`config.mk`:
```
export PLATFORM = sky130hd
export DESIGN_NAME = ws2812_tx
export DESIGN_NICKNAME = d
export VERILOG_FILES = /design/src/rtl/ws2812_tx.sv
export SDC_FILE = /design/constraint.sdc
export NUM_CORES = 1
export LEC_CHECK = 0
export BUFFER_PORTS_ARGS = -buffer_cell sky130_fd_sc_hd__buf_2
export CAP_MARGIN = 20
export CORE_MARGIN = 1
export CORE_UTILIZATION = 56
export CTS_BUF_LIST = sky130_fd_sc_hd__clkbuf_16
export CTS_CLUSTER_SIZE = 30
export DETAILED_ROUTE_END_ITERATION = 10
export GPL_TIMING_DRIVEN = 0
export PLACE_DENSITY = 0.79
export RECOVER_POWER = 50
export SLEW_MARGIN = 25
export SYNTH_ARGS = -nofsm -noshare
export SYNTH_HDL_FRONTEND = slang
export SYNTH_SLANG_ARGS = --single-unit
```
`constraint.sdc`:
```
create_clock -name i_clk -period 2.5 [get_ports i_clk]
set_input_delay 0.5 -clock i_clk [delete_from_list [all_inputs] [get_ports i_clk]]
set_output_delay 0.5 -clock i_clk [all_outputs]
set_load 0.01 [all_outputs]
```
`src/rtl/ws2812_tx.sv`:
```
// ws2812_tx: serialises 24-bit pixels into a WS2812 NRZ bitstream, MSB first,
// and holds the line low for a latch gap after each frame-ending pixel.
module ws2812_tx #(
  parameter int T0H  = 20,
  parameter int T1H  = 40,
  parameter int TBIT = 63,
  parameter int TRET = 2500
) (
  input  logic        i_clk,
  input  logic        i_rst,
  input  logic [23:0] i_data,
  input  logic        i_valid,
  input  logic        i_last,
  output logic        o_ready,
  output logic        o_serial,
  output logic        o_busy
);
  localparam int CW = $clog2(TBIT);
  localparam int GW = $clog2(TRET + 1);
  localparam logic [1:0] GAP  = 2'd0;
  localparam logic [1:0] IDLE = 2'd1;
  localparam logic [1:0] HIGH = 2'd2;
  localparam logic [1:0] LOW  = 2'd3;
  if (!(T0H > 0 && T0H < T1H && T1H < TBIT && TRET > 0)) begin : g_bad_params
    $error("ws2812_tx: parameters must satisfy 0 < T0H < T1H < TBIT and TRET > 0");
  end
  logic [1:0]    state;
  logic [CW-1:0] cnt;
  logic [GW-1:0] gcnt;
  logic [23:0]   sh;
  logic [4:0]    idx;
  logic          last;
  logic [CW-1:0] hi_end;
  logic          bit_end;
  logic          take;
  assign hi_end  = sh[23] ? CW'(T1H - 1) : CW'(T0H - 1);
  assign bit_end = cnt == CW'(TBIT - 1);
  // Ready also on the very last cycle of bit 0 so a chained pixel starts with no gap.
  assign o_ready = state == IDLE || (state == LOW && bit_end && idx == 5'd0 && !last);
  assign take    = i_valid & o_ready;
  assign o_busy  = state != IDLE;
  always_ff @(posedge i_clk or posedge i_rst) begin
    if (i_rst) begin
      state    <= GAP;
      cnt      <= '0;
      gcnt     <= '0;
      sh       <= '0;
      idx      <= '0;
      last     <= 1'b0;
      o_serial <= 1'b0;
    end else if (take) begin
      state    <= HIGH;
      sh       <= i_data;
      last     <= i_last;
      idx      <= 5'd23;
      cnt      <= '0;
      o_serial <= 1'b1;
    end else begin
      case (state)
        GAP:
          if (gcnt == GW'(TRET - 1)) begin
            state <= IDLE;
            gcnt  <= '0;
          end else begin
            gcnt <= gcnt + 1'b1;
          end
        HIGH: begin
          cnt <= cnt + 1'b1;
          if (cnt == hi_end) begin
            state    <= LOW;
            o_serial <= 1'b0;
          end
        end
        LOW:
          if (!bit_end) begin
            cnt <= cnt + 1'b1;
          end else if (idx != 5'd0) begin
            sh       <= sh << 1;
            idx      <= idx - 1'b1;
            cnt      <= '0;
            state    <= HIGH;
            o_serial <= 1'b1;
          end else begin
            cnt   <= '0;
            state <= last ? GAP : IDLE;
          end
        default: ;
      endcase
    end
  end
endmodule

```
After elaboration in Yosys (flattened, before gate mapping)

Cells that the tools add are included.

Flip-flop bits (word level): 51
Output and inout port bits: 3

Add/sub/neg operators: 3
Equal/unequal tests: 11
Muxes and demuxes: 25
Bitwise logic cells: 2
Reductions and logical operators: 17

Operator list:

| operator                                                                 | count |
|---|---|
| 24-bit two-way mux                                                       | 4 |
| 5-bit two-way mux                                                        | 4 |
| 6-bit two-way mux                                                        | 3 |
| 12-bit by 1-bit adder with 12-bit output (second input constant)         | 1 |
| 12-bit == test (second input constant)                                   | 1 |
| 12-bit two-way mux                                                       | 1 |
| 6-bit one-hot mux with 2 select lines                                    | 1 |
| 2-bit two-way mux                                                        | 5 |
| 3-bit inequality test (second input constant)                            | 3 |
| 4-bit AND reduction                                                      | 2 |
| 6-bit by 1-bit adder with 6-bit output (second input constant)           | 1 |
| 6-bit == test                                                            | 1 |
| 6-bit == test (second input constant)                                    | 1 |
| 2-bit one-hot mux with 3 select lines                                    | 1 |
| 2-bit nonzero test                                                       | 3 |
| 5-bit zero test                                                          | 1 |
| 1-bit two-way mux                                                        | 5 |
| 5-bit nonzero test                                                       | 1 |
| 5-bit by 1-bit subtractor with 5-bit output (second input constant)      | 1 |
| 2-bit == test (second input constant)                                    | 2 |
| 4-bit nonzero test                                                       | 1 |
| 1-bit logical AND                                                        | 3 |
| 3-bit by 2-bit inequality test with 1-bit output (second input constant) | 1 |
| 3-bit AND reduction                                                      | 1 |
| other kinds (10)                                                         | 10 |

Longest topological paths before layout

Depth in word-level cells: 8
Mapped depth: 8

Worst setup path before layout

No wires, ideal clock.

Kind: register to output
From: reg idx[0]
To: out o_ready
Arrival: 1,725 ps
Slack: 275 ps
Stages on the path, launching flop included: 7
Buffers on the path: 1
Path through: dfrtp_1 > inv_1 > ha_1 > or4b_1 > o41ai_2 > buf_2 > and2_1

Longest elaborated chain between the ends: 4

RTL lines:

| item                            | RTL line | text |
|---|---|---|
| start, declared                 | 31       | `logic [4:0] idx;` |
| start signal, assigned          | 79       | `idx <= idx - 1'b1;` |
| 5-bit zero test                 | 39       | `assign o_ready = state == IDLE \|\| (state == LOW && bit_end && idx == 5'd0 && !last);` |
| 1-bit logical AND (2 in series) | 39       |  |
| 1-bit logical OR                | 39       |  |
| end, declared                   | 14       | `output logic o_ready,` |

Every way passes these cells.

Worst setup path in the final report

From: reg idx[1]
To: out o_ready

Same word-level chain as after synthesis.

==> out/results.ini <==
[sta]
slew_viol_final=52
rsz0062_at_grt=yes
setup_viol=1
setup_ws_ns=-0.0440
fmax_ghz=0.393
slew_headroom_pct=-25.1
fin_crit_ns=2.54
tightestPinTransition_ns=1.87
clock_skew_ns=0.00571
finalHoldViolations=0
finalCritPeriodShare_pct=102

[finish]
seq_area_sq_um=1280
fillers=321
final_util_pct=71.3
antenna_cells=0
area_growth_pct=18.2
nets=362
design_area_sq_um=3210
drive_gt1_share_pct=21.5
multi_input_area_sq_um=1360

[synthesis]
synth_async_sr_flop_share_pct=100
synth_area_sq_um=2720
synthTopCellsByArea=dfrtp_1 (47%), mux2i_1 (8.8%), nand3_1 (5.5%)
synth_nets=312
synth-simple-area-share_pct=18.9
synth-adder-area-share_pct=2.30
synthCells=279
synth-seq-cells=51
synth_xor_area_share_pct=1.93
synth_mux_area_share_pct=9.67
synth.largest_area_cell=dfrtp_1
syn_area_per_cell_sq_um=9.74
yosysSeqAreaShare_pct=47.0
synthDistinctLibCells=49
synth_warnings=0
synth_edf_count=0
synth_top_area_share_pct=47.0
synth-compound-area-share_pct=16.1
synthFlopType=dfrtp_1
synth_top_family_by_area=simple AND/OR/NAND/NOR gates

[global_route]
antenna_found_initial=0
grt_usage_pct=24.6
gr-total-overflow=0
grt_pass1_vias=2145
grt_first_pass_wirelength_um=9850
grt_max_degree=52

[power]
power.leakage_nw=1.44
p_sw_mw=0.304
vdd_drop_max_v=0.000315
power_density_nw_per_um2=469
clkPwrFrac_pct=42.1
switching_share_pct=20.2
p_comb_share_pct=3.1
power_frac_seq_pct=54.8
internal-power_mw=1.20

[place]
io_buffers=30
hpwl_um=3880
place_area_sq_um=2940
gp_congestion=0.906

[critical_path]
crit_chain=inv_2 > ha_4 > or4b_4 > o41ai_4 > buf_4 > and2_4 > buf_6
cp-end-kind=output port
path_class=flip-flop to output port
path_delay_family=simple AND/OR/NAND/NOR gates
max_stage_delay_ns=0.48
required_ns=2.00
critPathLaunchType=flip-flop
slowest_stage=or4b_4
cp.arrival_ns=2.04
cp_max_fo=2
cp_num_buf_inv=3

[detailed_routing]
dr_total_vias=2253
drc=0
ant_nets=0
drt_wl_total_um=5890
vias_per_cell=5.90
drt_iter0_drc=123
drtPass1Iterations=5
wire_per_inst_um=15.4

[floorplan]
rows=24
die_area_sq_um=5140
coreArea_sq_um=4500
initial_core_util_pct=60.3
ios=31
die_y_um=71.7
die_width_um=71.7

[clocking]
clkLatencyLatePin_ns=0.29
ctsHoldBuffers=0
cts_made_buffers=5
cts_tree=built
root_buffer=clkbuf_16
h-tree-depth=2
cts.sinks=51
cts_buffer_depth=2
clk_pin_slew_worst_paths_ns=0.06

[status]
status=finished with violations
violations=max-capacitance violations, max-slew violations, negative setup slack

[min_path]
min_path_type=input port to flip-flop

[flow_run]
cap_violations=1

-- logic make-up (layout without fill, tap and decap cells) --
logic type                 after synthesis  in the layout
and+or+nand+nor                         97             97
muxes                                   26             26
xor gates and xnor gates                 6              6
buffers and inverters                   25             76
AOI/OAI and AO/OA                       69             69
adders and majority gates                5              5
DFF                                     51             51
-- tightest hold or removal path, stage by stage --
cell,delay [ns]
buf_2,0.07
nand3_1,0.05
o21ai_1,0.06
-- power by group through the flow --
stage	Sequential (mW)	Clock (mW)	Combinational, mW
after floorplan	0.841	0	0.0197
after global placement	0.841	0	0.0472
after detailed placement	0.841	0	0.0481
after CTS	0.825	0.655	0.0482
after global routing	0.825	0.680	0.0539
final	0.825	0.634	0.0466
-- sequential cells by signal, summed over array words and instances (netlist names) --
signal	flops
sh	24
gcnt	12
cnt	6
idx	5
state	2
last	1
o_serial	1
-- synthesized netlist by cell type (all sizes together), types with 2 or more instances --
master / number
a21oi: 9
o21ai: 34
nor4b: 4
mux2i: 24
dfrtp: 51
mux2: 2
nand3: 31
a2bb2oi: 3
or3: 5
and2: 6
ha: 5
inv: 9
or4: 3
clkbuf: 7
buf: 9
nor2: 9
nand2: 25
o31ai: 3
xor2: 5
nand4: 2
a21boi: 2
nor3: 5
a31oi: 4
-- layout by cell type, fill, tap and decap left out, drive strengths merged, types with 6 or more instances in the layout --
master / count
dfrtp: 51
o21ai: 34
and2: 6
nand2: 25
inv: 10
clkbuf: 12
mux2i: 24
nand3: 31
nor2: 9
buf: 52
a21oi: 9
-- cell type report --
class                      count  share of cell area [%]
inverter                       9                    1.05
clock inverter                 3                   0.351
timing repair buffer          43                    7.91
clock buffer                   5                    3.90
tap                           52                    2.03
sequential                    51                    39.7
buffer                        16                    2.77
multi-input combinational    203                    42.3
-- stage by stage --
step                      setup WS, ns  power [mW]  hold WS, ns  setup TNS, ns  instances
after floorplan                  0.275       0.860        0.442              0        279
after global placement          0.0426       0.888        0.474              0        361
after detailed placement        0.0318       0.889        0.480              0        361
after CTS                       -0.109        1.53        0.323         -0.109        378
after global routing           -0.0926        1.56        0.436         -0.179        382
final                          -0.0440        1.51        0.436        -0.0440        382
-- routing by layer --
layer	vias to the layer above	global-route usage (%)	wire, um
met3	6	5.20	222
met4	0	7.41	64
met5	-	0	0
met1	1081	33.1	2720
met2	51	40.5	2880
li1	1115	-	-
-- final timing paths --
check / start / endpoint / slack, ns / cells after the start
max: idx[1] / o_ready / -0.04 / 7
max in group asynchronous: i_rst / sh[9] / 0.60 / 2
min reg2reg: gcnt[11] / gcnt[11] / 0.49 / 1
min in group asynchronous: i_rst / sh[14] / 0.82 / 2
min: i_data[6] / sh[6] / 0.44 / 3
max reg2reg: idx[1] / cnt[5] / 0.08 / 11
-- what timing repair did --
action                                  CTS  global route
pin swaps                                 2             1
endpoints found under the setup margin    1            16
resized for setup                        12             0
setup buffers                             9             4
Power figures use the tool's default switching activity.
